[config.mk]
export PLATFORM = sky130hd
export DESIGN_NAME = exibidor_sequencia
export DESIGN_NICKNAME = d
export VERILOG_FILES = /design/src/rtl/exibidor_sequencia_pkg.sv /design/src/rtl/contador_m.sv /design/src/rtl/exibidor_sequencia.sv
export SDC_FILE = /design/constraint.sdc
export NUM_CORES = 1
export LEC_CHECK = 0
export CAP_MARGIN = 20
export CORE_MARGIN = 3
export CORE_UTILIZATION = 30
export CTS_BUF_LIST = sky130_fd_sc_hd__clkbuf_16
export DETAILED_ROUTE_END_ITERATION = 10
export MAX_ROUTING_LAYER = met4
export SKIP_CTS_REPAIR_TIMING = 1
export SLEW_MARGIN = 25
export SYNTH_ARGS = -nofsm -noshare
export SYNTH_HDL_FRONTEND = slang
export SYNTH_SLANG_ARGS = --single-unit
[constraint.sdc]
create_clock -name clock -period 1.8 [get_ports clock]
set_input_delay 0.36 -clock clock [delete_from_list [all_inputs] [get_ports clock]]
set_output_delay 0.36 -clock clock [all_outputs]
set_load 0.05 [all_outputs]
[src/rtl/exibidor_sequencia_pkg.sv]
// Shared state codes and helpers for the LED sequence player.
// State codes double as the 7-seg debug value.
package exibidor_sequencia_pkg;

  typedef enum logic [3:0] {
    EXB_IDLE    = 4'h0,
    EXB_LE      = 4'h1,
    EXB_ACESO   = 4'h3,
    EXB_APAGADO = 4'h5,
    EXB_PROXIMO = 4'h6,
    EXB_FIM     = 4'hF
  } estado_t;

  function automatic int max_int(input int a, input int b);
    return (a > b) ? a : b;
  endfunction

endpackage

[src/rtl/contador_m.sv]
// Modulo-M up counter with synchronous clear.
// Used as the dwell timer of the sequence player.
module contador_m #(
  parameter int M = 4,
  parameter int W = $clog2(M + 1)
) (
  input  logic         i_clk,
  input  logic         i_rst,
  input  logic         i_zera,
  input  logic         i_conta,
  output logic [W-1:0] o_q
);

  logic [W-1:0] r_q;

  // count 0..M-1 while enabled; clear wins over count
  always_ff @(posedge i_clk) begin
    if (i_rst || i_zera) begin
      r_q <= '0;
    end else if (i_conta) begin
      r_q <= (r_q == W'(M - 1)) ? '0 : r_q + 1'b1;
    end
  end

  assign o_q = r_q;

endmodule

[src/rtl/exibidor_sequencia.sv]
// Plays RAM colours 0..limite on the LEDs, lit T_ACESO
// then blank T_APAGADO cycles each, then pulses fim.
module exibidor_sequencia
  import exibidor_sequencia_pkg::*;
#(
  parameter int ADDR_W    = 4,
  parameter int DATA_W    = 4,
  parameter int T_ACESO   = 25_000_000,
  parameter int T_APAGADO = 12_500_000
) (
  input  logic              clock,
  input  logic              reset,
  input  logic              iniciar,
  input  logic              abortar,
  input  logic [ADDR_W-1:0] limite,
  input  logic [DATA_W-1:0] dado_memoria,
  output logic [ADDR_W-1:0] endereco,
  output logic [DATA_W-1:0] leds,
  output logic              ocupado,
  output logic              fim,
  output logic [3:0]        db_estado
);

  localparam int MAXT = max_int(T_ACESO, T_APAGADO);
  localparam int TW   = $clog2(MAXT + 1);

  estado_t           r_estado;
  estado_t           w_prox;
  logic [ADDR_W-1:0] r_lim;
  logic [ADDR_W-1:0] r_end;
  logic [DATA_W-1:0] r_leds;
  logic [TW-1:0]     w_q;
  logic              w_zera;
  logic              w_conta;
  logic              w_fim_aceso;
  logic              w_fim_apag;

  assign w_fim_aceso = (w_q == TW'(T_ACESO - 1));
  assign w_fim_apag  = (w_q == TW'(T_APAGADO - 1));

  // timer restarts on every state change
  assign w_zera  = (w_prox != r_estado);
  assign w_conta = (r_estado == EXB_ACESO) ||
                   (r_estado == EXB_APAGADO);

  contador_m #(
    .M (MAXT),
    .W (TW)
  ) u_timer (
    .i_clk   (clock),
    .i_rst   (reset),
    .i_zera  (w_zera),
    .i_conta (w_conta),
    .o_q     (w_q)
  );

  // next-state: abort overrides everything outside IDLE
  always_comb begin
    w_prox = r_estado;
    unique case (r_estado)
      EXB_IDLE:    if (iniciar && !abortar) w_prox = EXB_LE;
      EXB_LE:      w_prox = EXB_ACESO;
      EXB_ACESO:   if (w_fim_aceso) w_prox = EXB_APAGADO;
      EXB_APAGADO: begin
        if (w_fim_apag) begin
          w_prox = (r_end == r_lim) ? EXB_FIM : EXB_PROXIMO;
        end
      end
      EXB_PROXIMO: w_prox = EXB_LE;
      EXB_FIM:     w_prox = EXB_IDLE;
      default:     w_prox = EXB_IDLE;
    endcase
    if (abortar && r_estado != EXB_IDLE) begin
      w_prox = EXB_IDLE;
    end
  end

  // state, latched limit, address and LED registers
  always_ff @(posedge clock) begin
    if (reset) begin
      r_estado <= EXB_IDLE;
      r_lim    <= '0;
      r_end    <= '0;
      r_leds   <= '0;
    end else begin
      r_estado <= w_prox;
      if (r_estado == EXB_IDLE && w_prox == EXB_LE) begin
        r_lim <= limite;
        r_end <= '0;
      end else if (w_prox == EXB_IDLE) begin
        r_end <= '0;
      end else if (r_estado == EXB_PROXIMO) begin
        r_end <= r_end + 1'b1;
      end
      if (w_prox != EXB_ACESO) begin
        r_leds <= '0;
      end else if (r_estado == EXB_LE) begin
        r_leds <= dado_memoria;
      end
    end
  end

  assign endereco  = r_end;
  assign leds      = r_leds;
  assign ocupado   = (r_estado != EXB_IDLE);
  assign fim       = (r_estado == EXB_FIM);
  assign db_estado = r_estado;

endmodule

==> impl_results.md, run 1 <==
- Total power: 1.94 mW
- Commonest cells in the netlist: dfxtp_1 (41), nor2_1 (19), xor2_1 (19), nand4_1 (18), nor3_1 (18)
- # diodes: 0
- Starting Density: 0.319
- Ys Warns: 0
- Startpoint types: input pin
- Final Setup Violations: 31
- Worst path slowest cell: clkdlybuf4s50_1
- Worst Path Class, Setup: input pin to register
- Grt total ovfl: 0
- Synth Instances: between 200 and 300
- I/O Buffers: 25
- Post-Syn Area per Cell: roughly 9 um^2
- Final Skew: just over 0.009 ns
- Syn_nets: 280
- Yosys reg bits: 41
- Core ar.: between 7000 and 8000 um^2
- CTS tree: built
- Vias after detailed routing: 2246
- Layout cell share with drive strength beyond 1: 0.304
- Global-route wire length before repair: between 10000 and 15000 um
- First-pass DRT Iterations: 4
- PwrDens: roughly 600 nW/um^2
- Initial antenna violation count: 0
- RSZ-0062 raised after global routing: yes
- Worst-Margin Slew: approximately 0.44 ns
- Worst skew pair latency: roughly 0.28 ns
- # rows: 31
- R2R depth: 6
- Htree depth: 2
- Chip height: 95.2 um
- Number of synthesized flops with an enable pin: 0
- Clock sink total: 41
- Status: finished with violations
- Main synth FF type: dfxtp_1
- Worst Slack Setup Final: -0.174 ns
- Largest fanout on the critical path: 25
- CP startpoint: abortar
- Largest net degree at the start of global routing: 26
- GP Congestion: ~0.83
- Synthesis-to-layout area growth: 36.7%
- Via/cell ratio: around 5.2
- Synth Cell Area: between 2000 and 2500 um^2
- Horiz. Die Dim: approximately 95 um
- Post-place setup slack: -0.429 ns
- Register area share after synthesis: 0.344
- ANT nets after route: 0
- I/O Pins: 26
- Failing checks: setup timing
- Max-Cap Viols: 0
- Crit path DAT: roughly 2.1 ns
- Critical path cell sequence: clkdlybuf4s50_1 -> or2_2 -> o21a_1 -> nand4_1 -> nand3_2 -> buf_12 -> nor4b_1
- Synth top area cells: dfxtp_1 (34%), xor2_1 (7.0%), xnor2_1 (4.8%), nand4_1 (4.7%), mux2i_1 (3.8%)
- Via count of the first global-routing pass: ~2200
- R2R Path Start: u_timer.o_q[22]
- Final Util: 0.436
- Slew Limit Fails: 0
- Count leader, synth: dfxtp_1
- Final Critical Period: a little under 2 ns
- Reg-to-Reg End: u_timer.o_q[19]
- Routed wire length per instance: ~14 um
- Count of different cell masters after synthesis: 49
- Headroom to the max-slew limit: 0.706
- Max Freq: 507 MHz
- Clock Pin Slew Worst Setup and Hold Paths: ~0.060 ns
- CP required: 1.97 ns
- Clock Root Buffer: clkbuf_16
- Initial DRC Count: 113
- R2R setup slack: -0.14 ns
- Cell taking the most area after synthesis: dfxtp_1
- Crit end category: register
- Die area: 9060 um^2
- LEAKAGE: 1.25 nW
- Fin. Hold Viols: 0
- Ys async rst share: 0
- Total GRT Usage: 0.145
- Worst ir drop on vdd: 0.000290 V
- Max stage delay on crit path: between 0.5 and 0.6 ns
- Routed WL: 5960 um
- Clk buf depth: 2
- Final period util: 1.10
- HP Class: register to register
- Num CTS Buffers: 5
- Worst setup path endpoint: u_timer.o_q[16]
- Fin nets: roughly 350
- DRC Markers: 0
- HPWL Detailed: approximately 4400 um
- Synth top area share: 0.344
## worst max-delay path: cells and delay by family
family	cells	cell delay, ns
AO/OA/AOI/OAI	1	0.18
buffers and inverters	2	0.72
AND/OR/NAND/NOR	4	0.88
## layer usage
layer  GRT usage  vias up  routed length, um
met4      0.0421        0                 61
met5           -        -                  0
met1       0.182     1087               2870
met2       0.237       43               2820
met3      0.0268        6                206
li1            -     1110                  -
## cell type report
| class | count | area, um^2 |
|---|---|---|
| fill | 731 | 4230 |
| multi-input combinational | 206 | 1540 |
| sequential | 41 | 840 |
| timing repair buffer | 71 | 598 |
| clock buffer | 5 | 125 |
| tap | 99 | 124 |
| inverter | 6 | 22.5 |
| clock inverter | 3 | 12.5 |
## per-stage QoR
stage	hold slack, ns	instances	setup TNS (ns)	area [um^2]
after floorplan	0.429	266	0	2430
after global placement	0.506	422	-9.30	3050
after detailed placement	0.510	422	-10.23	3050
after CTS	0.525	430	-5.40	3190
after global routing	0.556	431	-7.40	3260
final	0.516	431	-3.87	3260
## sequential cells by signal, indices dropped and copies added, names as in the netlist
| name | cells |
|---|---|
| u_timer.o_q | 25 |
| db_estado | 4 |
| endereco | 4 |
| leds | 4 |
| r_lim | 4 |
## logic make-up after synthesis
group                      count (synthesis)  share of synthesized area
AOI/OAI and AO/OA                         20                     0.0598
xor gates and xnor gates                  32                      0.118
adders and majority gates                  2                     0.0105
buffers and inverters                     19                     0.0456
DFF                                       41                      0.344
muxes                                      9                     0.0378
and+or+nand+nor                          143                      0.385
## where the power goes
group,internal [mW],switching [mW],total [mW]
Combinational,0.0830,0.0923,0.175
Sequential,0.909,0.0111,0.921
Clock,0.501,0.342,0.843
## how the worst min path moves through the flow
stage,cells after the start,startpoint,endpoint
4_1_cts,2,r_lim[2],r_lim[2]
3_3_place_gp,2,r_lim[1],r_lim[1]
2_1_floorplan,1,reset,db_estado[3]
5_1_grt,2,r_lim[1],r_lim[1]
3_5_place_dp,2,r_lim[2],r_lim[2]
6_report,2,r_lim[2],r_lim[2]
## cell usage in the layout, fill, tap and decap left out, types with 3 or more instances in the layout
cell | netlist | routed
a21oi_1 | 3 | 3
and2_1 | 4 | 4
and3_1 | 5 | 4
and4_1 | 6 | 6
buf_12 | 0 | 3
buf_4 | 1 | 57
clkbuf_16 | 0 | 5
clkdlybuf4s50_1 | 0 | 11
dfxtp_1 | 41 | 34
dfxtp_2 | 0 | 3
dfxtp_4 | 0 | 4
inv_1 | 6 | 8
mux2i_1 | 9 | 9
nand2_1 | 15 | 15
nand2b_1 | 4 | 4
nand3_1 | 11 | 11
nand3b_1 | 3 | 3
nand4_1 | 18 | 18
nor2_1 | 19 | 17
nor3_1 | 18 | 17
nor3_2 | 3 | 4
nor4_1 | 7 | 5
nor4_4 | 1 | 4
nor4b_1 | 8 | 8
nor4b_2 | 5 | 5
o21bai_1 | 3 | 3
xnor2_1 | 13 | 13
xor2_1 | 19 | 19
Note: power is estimated with default switching activity, not from simulation.
==> run 2, diff against run 1 <==
Clock period 1.8 ns to 1.7 ns, I/O delays scaled along.
==> run 2 against run 1 <==
Effect of this change:
- the run still ends with setup timing left
- power is 16% higher
- critical path depth fell by 1
- routed wire length up 5.0%
- sequential power increased by 5.4%
- non-clock buffer count rose by 17
- combinational power increased by 26%
- critical path type is now register to register
==> impl_results.md, run 2 (synthesis results as in run 1) <==
- CP startpoint: u_timer.o_q[22]
- ANT nets after route: 0
- Worst-Margin Slew: between 0.3 and 0.4 ns
- Synthesis-to-layout area growth: 49.5%
- Starting Density: 0.319
- Grt total ovfl: 0
- Status: finished with violations
- Final hold slack: 0.521 ns
- Vias after detailed routing: roughly 2300
- Area post-placement: 3230 um^2
- Worst skew pair latency: around 0.28 ns
- R2R depth: 6
- Chip height: between 90 and 100 um
- HP Class: register to register
- Clock Root Buffer: clkbuf_16
- Worst ir drop on vdd: ~0.00029 V
- Fin. Hold Viols: 0
- CP required: 1.87 ns
- CTS tree: built
- Fin nets: approximately 360
- Worst Path Class, Setup: register to register
- Via count of the first global-routing pass: around 2100
- Die area: about 9100 um^2
- GP Congestion: roughly 0.78
- LEAKAGE: between 1 and 1.5 nW
- Largest fanout on the critical path: 25
- Final Setup Violations: 33
- Crit end category: register
- Routed WL: between 6000 and 7000 um
- Initial antenna violation count: 0
- Routed wire length per instance: 14.0 um
- DRC Markers: 0
- Horiz. Die Dim: roughly 95 um
- PwrDens: about 630 nW/um^2
- Core ar.: between 7000 and 8000 um^2
- Via/cell ratio: about 5.1
- Num CTS Buffers: 5
- First-pass DRT Iterations: 4
- Clock Pin Slew Worst Setup and Hold Paths: around 0.06 ns
- R2R Path Start: u_timer.o_q[22]
- Global-route wire length before repair: 10300 um
- Max reg flops: 25
- Final instance area: 3560 um^2
- Clock sink total: 41
- Initial DRC Count: 95
- # diodes: 0
- Reg-to-Reg End: u_timer.o_q[16]
- Htree depth: 2
- HPWL Detailed: approximately 4500 um
- Largest net degree at the start of global routing: 26
- Worst Slack Setup Final: -0.209 ns
- # rows: 31
- Final Critical Period: 1.91 ns
- Commonest non-fill, non-tap cells in the layout: buf_4 (66), dfxtp_1 (35), xor2_1 (19), nand4_1 (18), nor2_1 (18)
- Max Freq: approximately 520 MHz
- R2R setup slack: -0.21 ns
- Crit path DAT: 2.08 ns
- Final Skew: between 0.005 and 0.006 ns
- Layout cell share with drive strength beyond 1: 0.393
- Most common cell after layout, fill and taps aside: buf_4
- Slew Limit Fails: 0
- Worst setup path endpoint: u_timer.o_q[16]
- I/O Pins: 26
- Total GRT Usage: 0.146
- Headroom to the max-slew limit: 0.778
- Max-Cap Viols: 0
- I/O Buffers: 25
- Failing checks: setup timing
- Startpoint types: register
- Final period util: 1.12
- RSZ-0062 raised after global routing: yes
- Clk buf depth: 2
-- run 2: area by class of cell --
class / instances / area [um^2]
inverters: 6 / 22.5
multi-input cells: 206 / 1630
well taps: 99 / 124
clock inverters: 3 / 37.5
fillers: 702 / 3920
flip-flops and latches: 41 / 838
repair buffers: 88 / 791
clock buffers: 5 / 125
-- run 2: power by group --
part	switching (mW)	leakage [nW]	total [mW]	internal (mW)
registers	0.00843	0.335	0.971	0.963
clock network	0.375	0.0826	1.06	0.682
logic	0.115	0.966	0.220	0.105
total	0.499	1.38	2.25	1.75
-- run 2: per-stage QoR --
step | TNS [ns] | power [mW] | utilization | worst slack (ns) | std cells
2_1_floorplan | -1.63 | 1.11 | - | -0.0698 | 266
3_3_place_gp | -12.44 | 1.19 | 0.431 | -0.463 | 430
3_5_place_dp | -13.48 | 1.20 | 0.431 | -0.524 | 430
4_1_cts | -6.77 | 2.25 | 0.453 | -0.248 | 438
5_1_grt | -8.13 | 2.32 | 0.476 | -0.291 | 448
6_report | -5.67 | 2.25 | 0.476 | -0.209 | 448
-- run 2: critical path: stages, from the launching register on --
cell and delay, ns:
dfxtp_2 0.32, or4b_4 0.57, nor4_4 0.34, nand4_1 0.16, nand3_2 0.13, buf_12 0.19
nor4b_1 0.07
-- run 2: per-layer routing --
layer	global-route usage	vias up	share of wire
met4	0.0469	0	0.018
met5	-	-	0
met1	0.190	1096	0.48
met3	0.0189	13	0.030
li1	-	1139	-
met2	0.234	40	0.47
-- run 2: worst min-delay path by stage --
| stage | depth (start not counted) | to | startpoint | slack [ns] |
|---|---|---|---|---|
| after global placement | 2 | r_lim[3] | r_lim[3] | 0.50 |
| after CTS | 2 | r_lim[3] | r_lim[3] | 0.53 |
| final | 2 | r_lim[3] | r_lim[3] | 0.52 |
| after floorplan | 1 | db_estado[3] | reset | 0.41 |
| after global routing | 2 | r_lim[2] | r_lim[2] | 0.56 |
| after detailed placement | 2 | r_lim[3] | r_lim[3] | 0.51 |
==> run 3, diff against run 2 <==
Settings changed: SYNTH_HIERARCHICAL from default to 1.
==> run 3 against run 2 <==
Effect of this change:
- the run still ends with setup timing left
- die area is 5.3% lower
- clock power about the same
- critical path depth is 3 higher
- area after synthesis is 5.7% lower
- largest cell class unchanged
- non-clock buffer count grew 25
- setup slack worse by 0.39 ns
- design area fell by 0.14%
==> impl_results.md, run 3 <==
- Critical path cell sequence: or4b_4 -> or4_4 -> nor3_4 -> nand3_1 -> nand4b_1 -> nor2_1 -> o31ai_4 -> clkbuf_16 -> a21oi_1
- HP Class: register to register
- Main synth FF type: dfxtp_1
- Switch share: 0.215
- NetSw: roughly 0.48 mW
- Worst setup path endpoint: u_timer/o_q[22]
- Initial antenna violation count: 0
- Clk buf depth: 2
- Final Skew: about 0.005 ns
- Final Setup Violations: 38
- Post-synthesis mux area share: 0.0489
- Commonest non-fill, non-tap cells in the layout: buf_4 (91), dfxtp_1 (35), nor2_1 (23), a21oi_1 (15), xor2_1 (15)
- Routed WL: about 6400 um
- Final period util: 1.35
- Layout cell share with drive strength beyond 1: 0.381
- Worst ir drop on vdd: ~0.00045 V
- # rows: 30
- Headroom to the max-slew limit: 0.717
- CP required: between 1.5 and 2 ns
- I/O Buffers: 25
- R2R setup slack: -0.60 ns
- Horiz. Die Dim: 92.6 um
- Simple-gate share of the synthesized area: 0.341
- First-pass DRT Iterations: 4
- Worst Path Class, Setup: register to register
- Sequential power share: 0.430
- Post-synthesis xor/xnor area fraction: 0.0740
- Status: finished with violations
- GP Congestion: approximately 0.88
- Synth top area share: 0.365
- Via/cell ratio: around 5.0
- Fin nets: 380
- Final setup TNS: -16.47 ns
- HPWL Detailed: 4580 um
- Htree depth: 2
- Synthesis-to-layout area growth: 58.2%
- Worst skew pair latency: roughly 0.28 ns
- Commonest cells in the netlist: dfxtp_1 (41), nor2_1 (25), a21oi_1 (17), xor2_1 (15)
- R2R Path Start: u_timer/o_q[7]
- Num CTS Buffers: 5
- Post-Syn Area per Cell: between 8 and 9 um^2
- Fin. Hold Viols: 0
- PwrDens: ~630 nW/um^2
- Max reg flops: 25
- Clock Root Buffer: clkbuf_16
- Max stage delay on crit path: ~0.53 ns
- Logic pwr share: 0.102
- Area post-placement: 3270 um^2
- Final Critical Period: 2.30 ns
- Failing checks: setup timing
- Vias after detailed routing: 2303
- Cell taking the most area after synthesis: dfxtp_1
- Starting Density: 0.320
- Global-route wire length before repair: roughly 11000 um
- Max Freq: between 400 and 500 MHz
- Final instance area: 3560 um^2
- Startpoint types: register
- Ys async rst share: 0
- Internal power: around 1.8 mW
- Clock sink total: 41
- ANT nets after route: 0
- Worst-Margin Slew: between 0.4 and 0.5 ns
- Clock Pin Slew Worst Setup and Hold Paths: 0.06 ns
- Via count of the first global-routing pass: between 2000 and 2500
- Critical Path Stages: 9
- # diodes: 0
- Crit end category: register
- Count of different cell masters after synthesis: 46
- Chip height: around 93 um
- Max-Cap Viols: 0
- Synth top area cells: dfxtp_1 (36%), xor2_1 (5.8%), mux2i_1 (4.9%), nor2_1 (4.2%), a21oi_1 (3.8%)
- Most common cell after layout, fill and taps aside: buf_4
- Reg-to-Reg End: u_timer/o_q[22]
- Synth Cell Area: approximately 2200 um^2
- Clock share of power: 0.468
- Largest family of logic cells by synthesized area: simple AND/OR/NAND/NOR gates
- Slew Limit Fails: 0
- Synth Instances: 263
- Crit path DAT: roughly 2.5 ns
- Worst path bufs/invs: 1
- Worst Slack Setup Final: -0.601 ns
- RSZ-0062 raised after global routing: yes
- Ys Warns: 6
- LEAKAGE: 1.40 nW
- Largest fanout on the critical path: 6
- Register area share after synthesis: 0.365
- Syn_nets: 277
- Cells on Worst Hold Path: 2
- CTS tree: built
- Grt total ovfl: 0
- Total GRT Usage: 0.159
- Number of synthesized flops with an enable pin: 0
- R2R depth: 9
- Synth Area in Compound Gates: 0.118
- Worst path slowest cell: or4b_4
- DRC Markers: 0
- Count leader, synth: dfxtp_1
- Die area: ~8600 um^2
- Routed wire length per instance: 13.9 um
- Yosys reg bits: 41
- CP startpoint: u_timer/o_q[7]
- Core ar.: between 7000 and 8000 um^2
- Initial DRC Count: about 130
- Largest net degree at the start of global routing: 25
- Adder and majority gate portion of the synthesized area: 0.0111
- I/O Pins: 26
- Cell family with most CP delay: simple AND/OR/NAND/NOR gates
-- run 3: changes by cell type after synthesis, sizes merged, moves of 10 or more --
cell    delta
clkbuf    +10
or3       +10
nor3      -10
or4       +11
nor4b     -11
a21oi     +14
-- run 3: cell type report --
type	count	area, um^2
clock buffers	5	125
clock inverters	3	37.5
fillers	656	3460
inverters	4	15.0
multi-input cells	201	1440
flip-flops and latches	41	836
well taps	96	120
repair buffers	113	983
-- run 3: how the worst min path moves through the flow --
stage	end	slack, ns	startpoint
floorplan	db_estado[0]	0.41	reset
detailed placement	r_lim[0]	0.52	r_lim[0]
CTS	r_lim[0]	0.53	r_lim[0]
global route	r_lim[1]	0.56	r_lim[1]
finish	r_lim[0]	0.52	r_lim[0]
global placement	r_lim[2]	0.50	r_lim[2]
-- run 3: power by group through the flow --
| stage | sequential [mW] | combinational (mW) | clock [mW] |
|---|---|---|---|
| floorplan | 0.996 | 0.101 | 0 |
| detailed placement | 0.990 | 0.194 | 0 |
| global route | 0.969 | 0.246 | 1.13 |
| global placement | 0.990 | 0.193 | 0 |
| CTS | 0.969 | 0.196 | 1.08 |
| finish | 0.969 | 0.230 | 1.06 |
-- run 3: kinds of logic after synthesis --
group                    after synthesis
AND/OR/NAND/NOR                      128
multiplexers                          11
buffers and inverters                 21
adder cells (fa/ha/maj)                2
flip-flops                            41
AO/OA/AOI/OAI                         41
XOR/XNOR                              19
-- run 3: metrics by stage --
stage	utilization	std cells	power [mW]	setup slack, ns	hold slack, ns
3_3_place_gp	0.466	450	1.18	-0.607	0.498
2_1_floorplan	-	263	1.10	-0.477	0.409
4_1_cts	0.490	458	2.25	-0.661	0.525
3_5_place_dp	0.466	450	1.18	-0.634	0.516
6_report	0.507	463	2.25	-0.601	0.516
5_1_grt	0.507	463	2.35	-0.714	0.565
-- run 3: worst reg2reg max path: stages, from the launching register on --
cell	delay [ns]
dfxtp_2	0.31
or4b_4	0.53
or4_4	0.48
nor3_4	0.14
nand3_1	0.10
nand4b_1	0.13
nor2_1	0.09
o31ai_4	0.12
clkbuf_16	0.24
a21oi_1	0.04
-- run 3: routing by layer --
metal | part of all wire | up-vias | wire [um] | global-route usage
met2 | 0.47 | 36 | 3030 | 0.253
met1 | 0.48 | 1085 | 3080 | 0.201
met5 | 0 | - | 0 | -
met4 | 0.012 | 0 | 80 | 0.0483
met3 | 0.037 | 8 | 236 | 0.0382
li1 | - | 1174 | - | -
